`src/rtl/keypad_pkg.sv`:
```
// Shared constants, debounce state type and the (row, col) -> key code map
// for the 4x3 phone keypad.
package keypad_pkg;

  localparam logic [3:0] KEY_NONE = 4'hF;
  localparam logic [3:0] KEY_STAR = 4'hA;
  localparam logic [3:0] KEY_HASH = 4'hB;
  localparam int NUM_ROWS = 4;
  localparam int NUM_COLS = 3;

  typedef enum logic {
    IDLE    = 1'b0,
    CONFIRM = 1'b1
  } deb_state_t;

  // Rows 0..2 carry digits 1..9; row 3 is *, 0, #.
  function automatic logic [3:0] key_code(input logic [1:0] row, input logic [1:0] col);
    logic [3:0] code;
    if (row == 2'd3) begin
      case (col)
        2'd0:    code = KEY_STAR;
        2'd1:    code = 4'h0;
        default: code = KEY_HASH;
      endcase
    end else begin
      code = {2'b00, row} * 4'd3 + {2'b00, col} + 4'd1;
    end
    return code;
  endfunction

endpackage

```
`src/rtl/keypad_scanner_if.sv`:
```
// Keypad pins plus the debounced key outputs seen by the control unit.
interface keypad_scanner_if;
  import keypad_pkg::*;

  // key_valid is a one-cycle strobe with no ready/backpressure; key is stable
  // and already holds the accepted code in the cycle key_valid is high.
  logic [3:0] row_n;
  logic [2:0] col_n;
  logic [3:0] key;
  logic       key_valid;
  logic       key_held;
  deb_state_t deb_state;

  modport slave (
    input  row_n,
    output col_n, key, key_valid, key_held, deb_state
  );

  modport master (
    output row_n,
    input  col_n, key, key_valid, key_held, deb_state
  );

endinterface

```
`src/rtl/keypad_debounce.sv`:
```
// Candidate/stable-count debounce FSM and key output registers.
// Optional auto-repeat strobes are built only when KEYPAD_REPEAT_EN is defined.
module keypad_debounce
  import keypad_pkg::*;
#(
  parameter int DEBOUNCE_SCANS = 8,
  parameter int REPEAT_SCANS   = 64
) (
  input  logic       clk,
  input  logic       rst,
  input  logic [3:0] raw,
  input  logic       scan_done,
  output logic [3:0] key,
  output logic       key_valid,
  output logic       key_held,
  output deb_state_t state
);

  localparam int CW = $clog2(DEBOUNCE_SCANS + 1);
  localparam logic [CW-1:0] CNT_MAX = CW'(DEBOUNCE_SCANS);

  if (DEBOUNCE_SCANS < 1 || REPEAT_SCANS < 1) begin : g_param_check
    $error("keypad_debounce: DEBOUNCE_SCANS and REPEAT_SCANS must be >= 1");
  end

  deb_state_t    state_n;
  logic [3:0]    cand, cand_n, key_n;
  logic [CW-1:0] cnt, cnt_n;
  logic          accept, valid_n, valid_all;

  always_ff @(posedge clk) begin
    if (rst) begin
      state     <= IDLE;
      cand      <= KEY_NONE;
      cnt       <= '0;
      key       <= KEY_NONE;
      key_valid <= 1'b0;
      key_held  <= 1'b0;
    end else begin
      state     <= state_n;
      cand      <= cand_n;
      cnt       <= cnt_n;
      key       <= key_n;
      key_valid <= valid_all;
      key_held  <= (key_n != KEY_NONE);
    end
  end

  always_comb begin
    cand_n  = cand;
    cnt_n   = cnt;
    key_n   = key;
    accept  = 1'b0;
    if (scan_done) begin
      if (raw == cand) begin
        if (cnt != CNT_MAX) cnt_n = cnt + 1'b1;
      end else begin
        cand_n = raw;
        cnt_n  = CW'(1);
      end
      if (cnt_n == CNT_MAX && cand_n != key) begin
        accept = 1'b1;
        key_n  = cand_n;
      end
    end
    valid_n = accept && (key_n != KEY_NONE);
    // CONFIRM means a candidate differs from the accepted key and is counting.
    state_n = state;
    case (state)
      IDLE:    if (cand_n != key_n) state_n = CONFIRM;
      CONFIRM: if (cand_n == key_n) state_n = IDLE;
      default: state_n = IDLE;
    endcase
  end

`ifdef KEYPAD_REPEAT_EN
  localparam int RW = $clog2(REPEAT_SCANS + 1);
  localparam logic [RW-1:0] REP_LAST = RW'(REPEAT_SCANS - 1);

  logic [RW-1:0] rep, rep_n;
  logic          rep_fire;

  always_ff @(posedge clk) begin
    if (rst) rep <= '0;
    else     rep <= rep_n;
  end

  always_comb begin
    rep_n    = rep;
    rep_fire = 1'b0;
    if (scan_done) begin
      if (accept || key == KEY_NONE || raw != key) begin
        rep_n = '0;
      end else if (rep == REP_LAST) begin
        rep_n    = '0;
        rep_fire = 1'b1;
      end else begin
        rep_n = rep + 1'b1;
      end
    end
  end

  assign valid_all = valid_n | rep_fire;
`else
  assign valid_all = valid_n;
`endif

endmodule

```
`src/rtl/keypad_scanner.sv`:
```
// 4x3 matrix keypad scanner: row synchroniser, column dwell/rotation and
// per-scan raw key resolution feeding keypad_debounce (see KEYPAD_REPEAT_EN).
module keypad_scanner
  import keypad_pkg::*;
#(
  parameter int SCAN_DIV       = 1000,
  parameter int DEBOUNCE_SCANS = 8,
  parameter int REPEAT_SCANS   = 64
) (
  input  logic              clk,
  input  logic              rst,
  keypad_scanner_if.slave   kp
);

  localparam int DW = $clog2(SCAN_DIV);

  if (SCAN_DIV < 4) begin : g_param_check
    $error("keypad_scanner: SCAN_DIV must be >= 4");
  end

  logic [3:0]    row_meta, row_sync;
  logic [DW-1:0] dwell;
  logic [1:0]    col;
  logic [1:0]    acc_hits;
  logic [3:0]    acc_code;
  logic          dwell_last, scan_done;
  logic [2:0]    col_hits, tot_hits;
  logic [3:0]    col_code, sel_code, raw;

  assign dwell_last = (dwell == DW'(SCAN_DIV - 1));
  assign scan_done  = dwell_last && (col == 2'(NUM_COLS - 1));
  assign kp.col_n   = ~(3'b001 << col);

  always_ff @(posedge clk) begin
    if (rst) begin
      row_meta <= 4'hF;
      row_sync <= 4'hF;
      dwell    <= '0;
      col      <= '0;
      acc_hits <= '0;
      acc_code <= KEY_NONE;
    end else begin
      row_meta <= kp.row_n;
      row_sync <= row_meta;
      if (dwell_last) begin
        dwell <= '0;
        if (scan_done) begin
          col      <= '0;
          acc_hits <= '0;
          acc_code <= KEY_NONE;
        end else begin
          col      <= col + 2'd1;
          acc_hits <= (tot_hits >= 3'd2) ? 2'd2 : tot_hits[1:0];
          acc_code <= sel_code;
        end
      end else begin
        dwell <= dwell + 1'b1;
      end
    end
  end

  // Hits saturate at two: any multi-key or ghosted scan resolves to KEY_NONE.
  always_comb begin
    col_hits = '0;
    col_code = KEY_NONE;
    for (int r = 0; r < NUM_ROWS; r++) begin
      if (!row_sync[r]) begin
        col_hits = col_hits + 3'd1;
        col_code = key_code(2'(r), col);
      end
    end
    tot_hits = {1'b0, acc_hits} + col_hits;
    sel_code = (acc_hits != 2'd0) ? acc_code : col_code;
    raw      = (tot_hits == 3'd1) ? sel_code : KEY_NONE;
  end

  keypad_debounce #(
    .DEBOUNCE_SCANS (DEBOUNCE_SCANS),
    .REPEAT_SCANS   (REPEAT_SCANS)
  ) u_debounce (
    .clk       (clk),
    .rst       (rst),
    .raw       (raw),
    .scan_done (scan_done),
    .key       (kp.key),
    .key_valid (kp.key_valid),
    .key_held  (kp.key_held),
    .state     (kp.deb_state)
  );

endmodule

```
`src/flat_wrapper.sv`:
```
// flat-port wrapper written by rule: the top's interface ports become plain ports
module keypad_scanner_flat import keypad_pkg::*;
#(
  parameter int SCAN_DIV       = 1000,
  parameter int DEBOUNCE_SCANS = 8,
  parameter int REPEAT_SCANS   = 64
)
  (clk, rst, kp_row_n, kp_col_n, kp_key, kp_key_valid, kp_key_held, kp_deb_state);
  keypad_scanner_if kp_i ();
  input  logic clk;
  input  logic rst;
  input wire logic [$bits(kp_i.row_n)-1:0] kp_row_n;
  output wire logic [$bits(kp_i.col_n)-1:0] kp_col_n;
  output wire logic [$bits(kp_i.key)-1:0] kp_key;
  output wire logic [$bits(kp_i.key_valid)-1:0] kp_key_valid;
  output wire logic [$bits(kp_i.key_held)-1:0] kp_key_held;
  output wire logic [$bits(kp_i.deb_state)-1:0] kp_deb_state;
  assign kp_i.row_n = kp_row_n;
  assign kp_col_n = kp_i.col_n;
  assign kp_key = kp_i.key;
  assign kp_key_valid = kp_i.key_valid;
  assign kp_key_held = kp_i.key_held;
  assign kp_deb_state = kp_i.deb_state;
  keypad_scanner #(.SCAN_DIV(SCAN_DIV), .DEBOUNCE_SCANS(DEBOUNCE_SCANS), .REPEAT_SCANS(REPEAT_SCANS)) u_core (.clk(clk), .rst(rst), .kp(kp_i));
endmodule
```
`config.mk`:
```
export PLATFORM = sky130hd
export DESIGN_NAME = keypad_scanner_flat
export DESIGN_NICKNAME = d
export VERILOG_FILES = /design/src/rtl/keypad_pkg.sv /design/src/rtl/keypad_scanner_if.sv /design/src/rtl/keypad_debounce.sv /design/src/rtl/keypad_scanner.sv /design/src/flat_wrapper.sv
export SDC_FILE = /design/constraint.sdc
export NUM_CORES = 1
export LEC_CHECK = 0
export CAP_MARGIN = 20
export CORE_ASPECT_RATIO = 0.75
export CORE_UTILIZATION = 50
export CTS_BUF_LIST = sky130_fd_sc_hd__clkbuf_8
export CTS_CLUSTER_SIZE = 20
export DETAILED_ROUTE_END_ITERATION = 7
export PLACE_DENSITY = 0.77
export SYNTH_ARGS = -nofsm -noshare
export SYNTH_HDL_FRONTEND = slang
export SYNTH_SLANG_ARGS = --single-unit
```
`constraint.sdc`:
```
create_clock -name clk -period 4.8 [get_ports clk]
set_input_delay 0.96 -clock clk [delete_from_list [all_inputs] [get_ports clk]]
set_output_delay 0.96 -clock clk [all_outputs]
set_load 0.01 [all_outputs]
```
==> impl_metrics.env <==
export IMPL_ys_async_sr_fraction_pct=0
export IMPL_drc=2
export IMPL_synth_edff_count=0
export IMPL_crit_path_end="u_core.u_debounce.key_valid"
export IMPL_synth_fp_nets=310
export IMPL_max_vdd_ir_drop_mv=0.148
export IMPL_slew_headroom_pct=34.6
export IMPL_numCtsBuffers=5
export IMPL_cts_sinks=41
export IMPL_final_area_um2=2850
export IMPL_max_cap_violations=0
export IMPL_met2_length_um=2440
export IMPL_rows=22
export IMPL_io_pins=16
export IMPL_synth_ff_type="dfxtp_1"
export IMPL_ys_types=72
export IMPL_vias=2187
export IMPL_drive_gt1_share_pct=12.2
export IMPL_initial_core_util_pct=51.9
export IMPL_ys_seq_area_share_pct=32.3
export IMPL_place_area_um2=2710
export IMPL_crit_required_ps=4990
export IMPL_portBuffers=15
export IMPL_netlist_area_um2=2540
export IMPL_rrSetupSlack_ps=460
export IMPL_crit_arrival_ps=4530
export IMPL_report_final_slew_viol_count=0
export IMPL_ant_nets=0
export IMPL_layout_setup_ws_ps=462
export IMPL_yosysTopAreaCellShare_pct=32.3
export IMPL_fp_dieW_um=84.4
export IMPL_cts_root_buf="clkbuf_8"
export IMPL_status="finished, violations left"
export IMPL_hpwlAfterDp_um=4080
export IMPL_synth_common_cells="41 x dfxtp_1, 29 x nor2_1, 17 x inv_1"
export IMPL_gp_congestion=0.834
export IMPL_antenna_found_initial=0
export IMPL_hold_violations=0
export IMPL_drt_met1_wl_um=2780
export IMPL_syn_area_per_cell_um2=8.75
export IMPL_hold_ws_ps=413
export IMPL_synth_area_leaders="dfxtp_1 32%, ha_1 5.9%, nor2_1 4.3%"
export IMPL_syn_to_final_growth_pct=12.0
export IMPL_h_tree_depth=2
export IMPL_r2r_start="u_core.row_sync[1]"
export IMPL_die_h_um=63.8
export IMPL_rr_worst_depth=13
export IMPL_rr_endpoint="u_core.u_debounce.key_valid"
export IMPL_core_area_um2=4900
export IMPL_highest_layer="met4"
export IMPL_pre_cts_ws_ps=347
export IMPL_clockBufferDepth=2
export IMPL_violations="design-rule violations"
export IMPL_post_route_util_pct=58.2
export IMPL_path_class="reg -> reg"
export IMPL_start_kind="flip-flop"
export IMPL_post_route_period_util_pct=90.4
export IMPL_route_met3_wl_um=356
export IMPL_insertion_delay_ps=310
export IMPL_routedWlPerCell_um=15.6
export IMPL_final_setup_viol_count=0
export IMPL_antennaDiodeCount=0
export IMPL_synth_most_common_cell="dfxtp_1"
export IMPL_grt_max_degree=21
export IMPL_p_leak_nw=1.10
export IMPL_path_max_fanout=12
export IMPL_postCtsHoldBufs=0
export IMPL_crit_start="u_core.row_sync[1]"
export IMPL_cp_end_kind="flip-flop"
export IMPL_hold_class="reg -> reg"
export IMPL_drtIter0Drc=151
export IMPL_skew_ps=6.79
export IMPL_viasPerCell=6.02
export IMPL_fin_crit_ps=4340
export IMPL_tns_ps=0
export IMPL_die_area_um2=5380
export IMPL_synth_warnings=0
export IMPL_finalNetCount=321
export IMPL_grt_pass1_wl_um=9420
export IMPL_drt_wl_total_um=5680
export IMPL_synth_top_area_cell="dfxtp_1"
export IMPL_cts_tree="done"
export IMPL_synth_seq_cells=41
export IMPL_drtPass1Iterations=7
export IMPL_clk_pin_slew_ps=90
export IMPL_timing_fmax_ghz=0.230
export IMPL_grt_use_total_pct=22.4
export IMPL_p_per_area_nw_per_um2=277
export IMPL_rsz0062_at_grt="false"
export IMPL_grt_pass1_vias=1947
export IMPL_grt_overflow_total=0
export IMPL_syn_instance_count=291
export IMPL_worst_pin_slew_ps=973
[worst min-delay path by stage]
stage                       startpoint                  to  slack (ps)  depth (start not counted)
finish              u_core.row_meta[3]  u_core.row_sync[3]         410                          1
global route        u_core.row_meta[3]  u_core.row_sync[3]         440                          1
CTS                 u_core.row_meta[3]  u_core.row_sync[3]         410                          1
detailed placement  u_core.row_meta[3]  u_core.row_sync[3]         390                          1
global placement    u_core.row_meta[2]  u_core.row_sync[2]         390                          1
floorplan           u_core.row_meta[0]  u_core.row_sync[0]         390                          1
[layout by cell type (no fill, tap or decap), types with 4 or more instances in the layout]
| master | netlist | final |
|---|---|---|
| a211o_1 | 6 | 6 |
| a21oi_1 | 16 | 16 |
| a22o_1 | 4 | 4 |
| a31oi_1 | 6 | 6 |
| and2_1 | 5 | 5 |
| clkbuf_8 | 0 | 5 |
| clkdlybuf4s50_1 | 0 | 15 |
| dfxtp_1 | 41 | 41 |
| ha_1 | 12 | 12 |
| inv_1 | 17 | 17 |
| nand2_1 | 14 | 14 |
| nand2b_1 | 5 | 5 |
| nand3_1 | 12 | 12 |
| nand3b_1 | 5 | 5 |
| nor2_1 | 29 | 29 |
| nor4_1 | 4 | 4 |
| o21ai_0 | 9 | 9 |
| or2_2 | 9 | 9 |
| or3_1 | 4 | 4 |
| xnor2_1 | 8 | 8 |
| xor2_1 | 6 | 6 |
[routing by layer]
metal | vias to the layer above | global-route usage (%)
met3 | 10 | 4.65
met1 | 1024 | 31.7
met2 | 69 | 33.5
li1 | 1084 | -
met5 | - | 0
met4 | 0 | 8.69
[logic make-up after synthesis]
logic type               count (synthesis)  share of synthesized area, %
adder cells (fa/ha/maj)                 13                          6.69
AO/OA/AOI/OAI                           82                          24.6
XOR/XNOR                                15                          5.75
buffers and inverters                   30                          5.41
flip-flops                              41                          32.3
AND/OR/NAND/NOR                        106                          23.6
multiplexers                             4                          1.62
[sequential cells by signal, summed over array words and instances (netlist names)]
name                         count
u_core.acc_code                  4
u_core.u_debounce.cand           4
u_core.u_debounce.key_held       1
u_core.u_debounce.key_valid      1
u_core.u_debounce.cnt            4
u_core.col                       2
u_core.u_debounce.state          1
u_core.row_meta                  4
u_core.row_sync                  4
u_core.dwell                    10
u_core.acc_hits                  2
u_core.u_debounce.key            4
[stage by stage]
step / total power, mW / cells
4_1_cts: 0.792 / 363
3_3_place_gp: 0.448 / 355
3_5_place_dp: 0.450 / 355
5_1_grt: 0.819 / 363
6_report: 0.789 / 363
2_1_floorplan: 0.431 / 291
[what timing repair did]
| action | 4_1_cts | 5_1_grt |
|---|---|---|
| setup endpoints to repair | 0 | 1 |
| setup buffers | 0 | 0 |
| resized for setup | 0 | 1 |
[area by class of cell]
| class | count | area (um^2) |
|---|---|---|
| fill | 457 | 2050 |
| clock inverter | 3 | 68.8 |
| clock buffer | 5 | 68.8 |
| inverter | 17 | 63.8 |
| tap | 60 | 75.1 |
| multi-input combinational | 220 | 1590 |
| sequential | 41 | 821 |
| timing repair buffer | 17 | 165 |
[worst max-delay path, cell delays in order, from the launching register on]
cell and delay (ps):
dfxtp_1 470, inv_1 70, ha_1 300, xnor2_1 230, ha_1 270, mux2_2 280
fa_1 390, xnor3_2 450, and2_1 350, o21ai_1 120, a311o_2 510, nand3_2 220
mux2i_1 140, a2111oi_1 410
[report_power, final]
group | switching, mW | leakage, nW | internal [mW]
clock network | 0.135 | 0.0687 | 0.209
registers | 0.00565 | 0.333 | 0.345
logic | 0.0559 | 0.702 | 0.0380
total | 0.196 | 1.10 | 0.593
(Power assumes the default switching activity.)
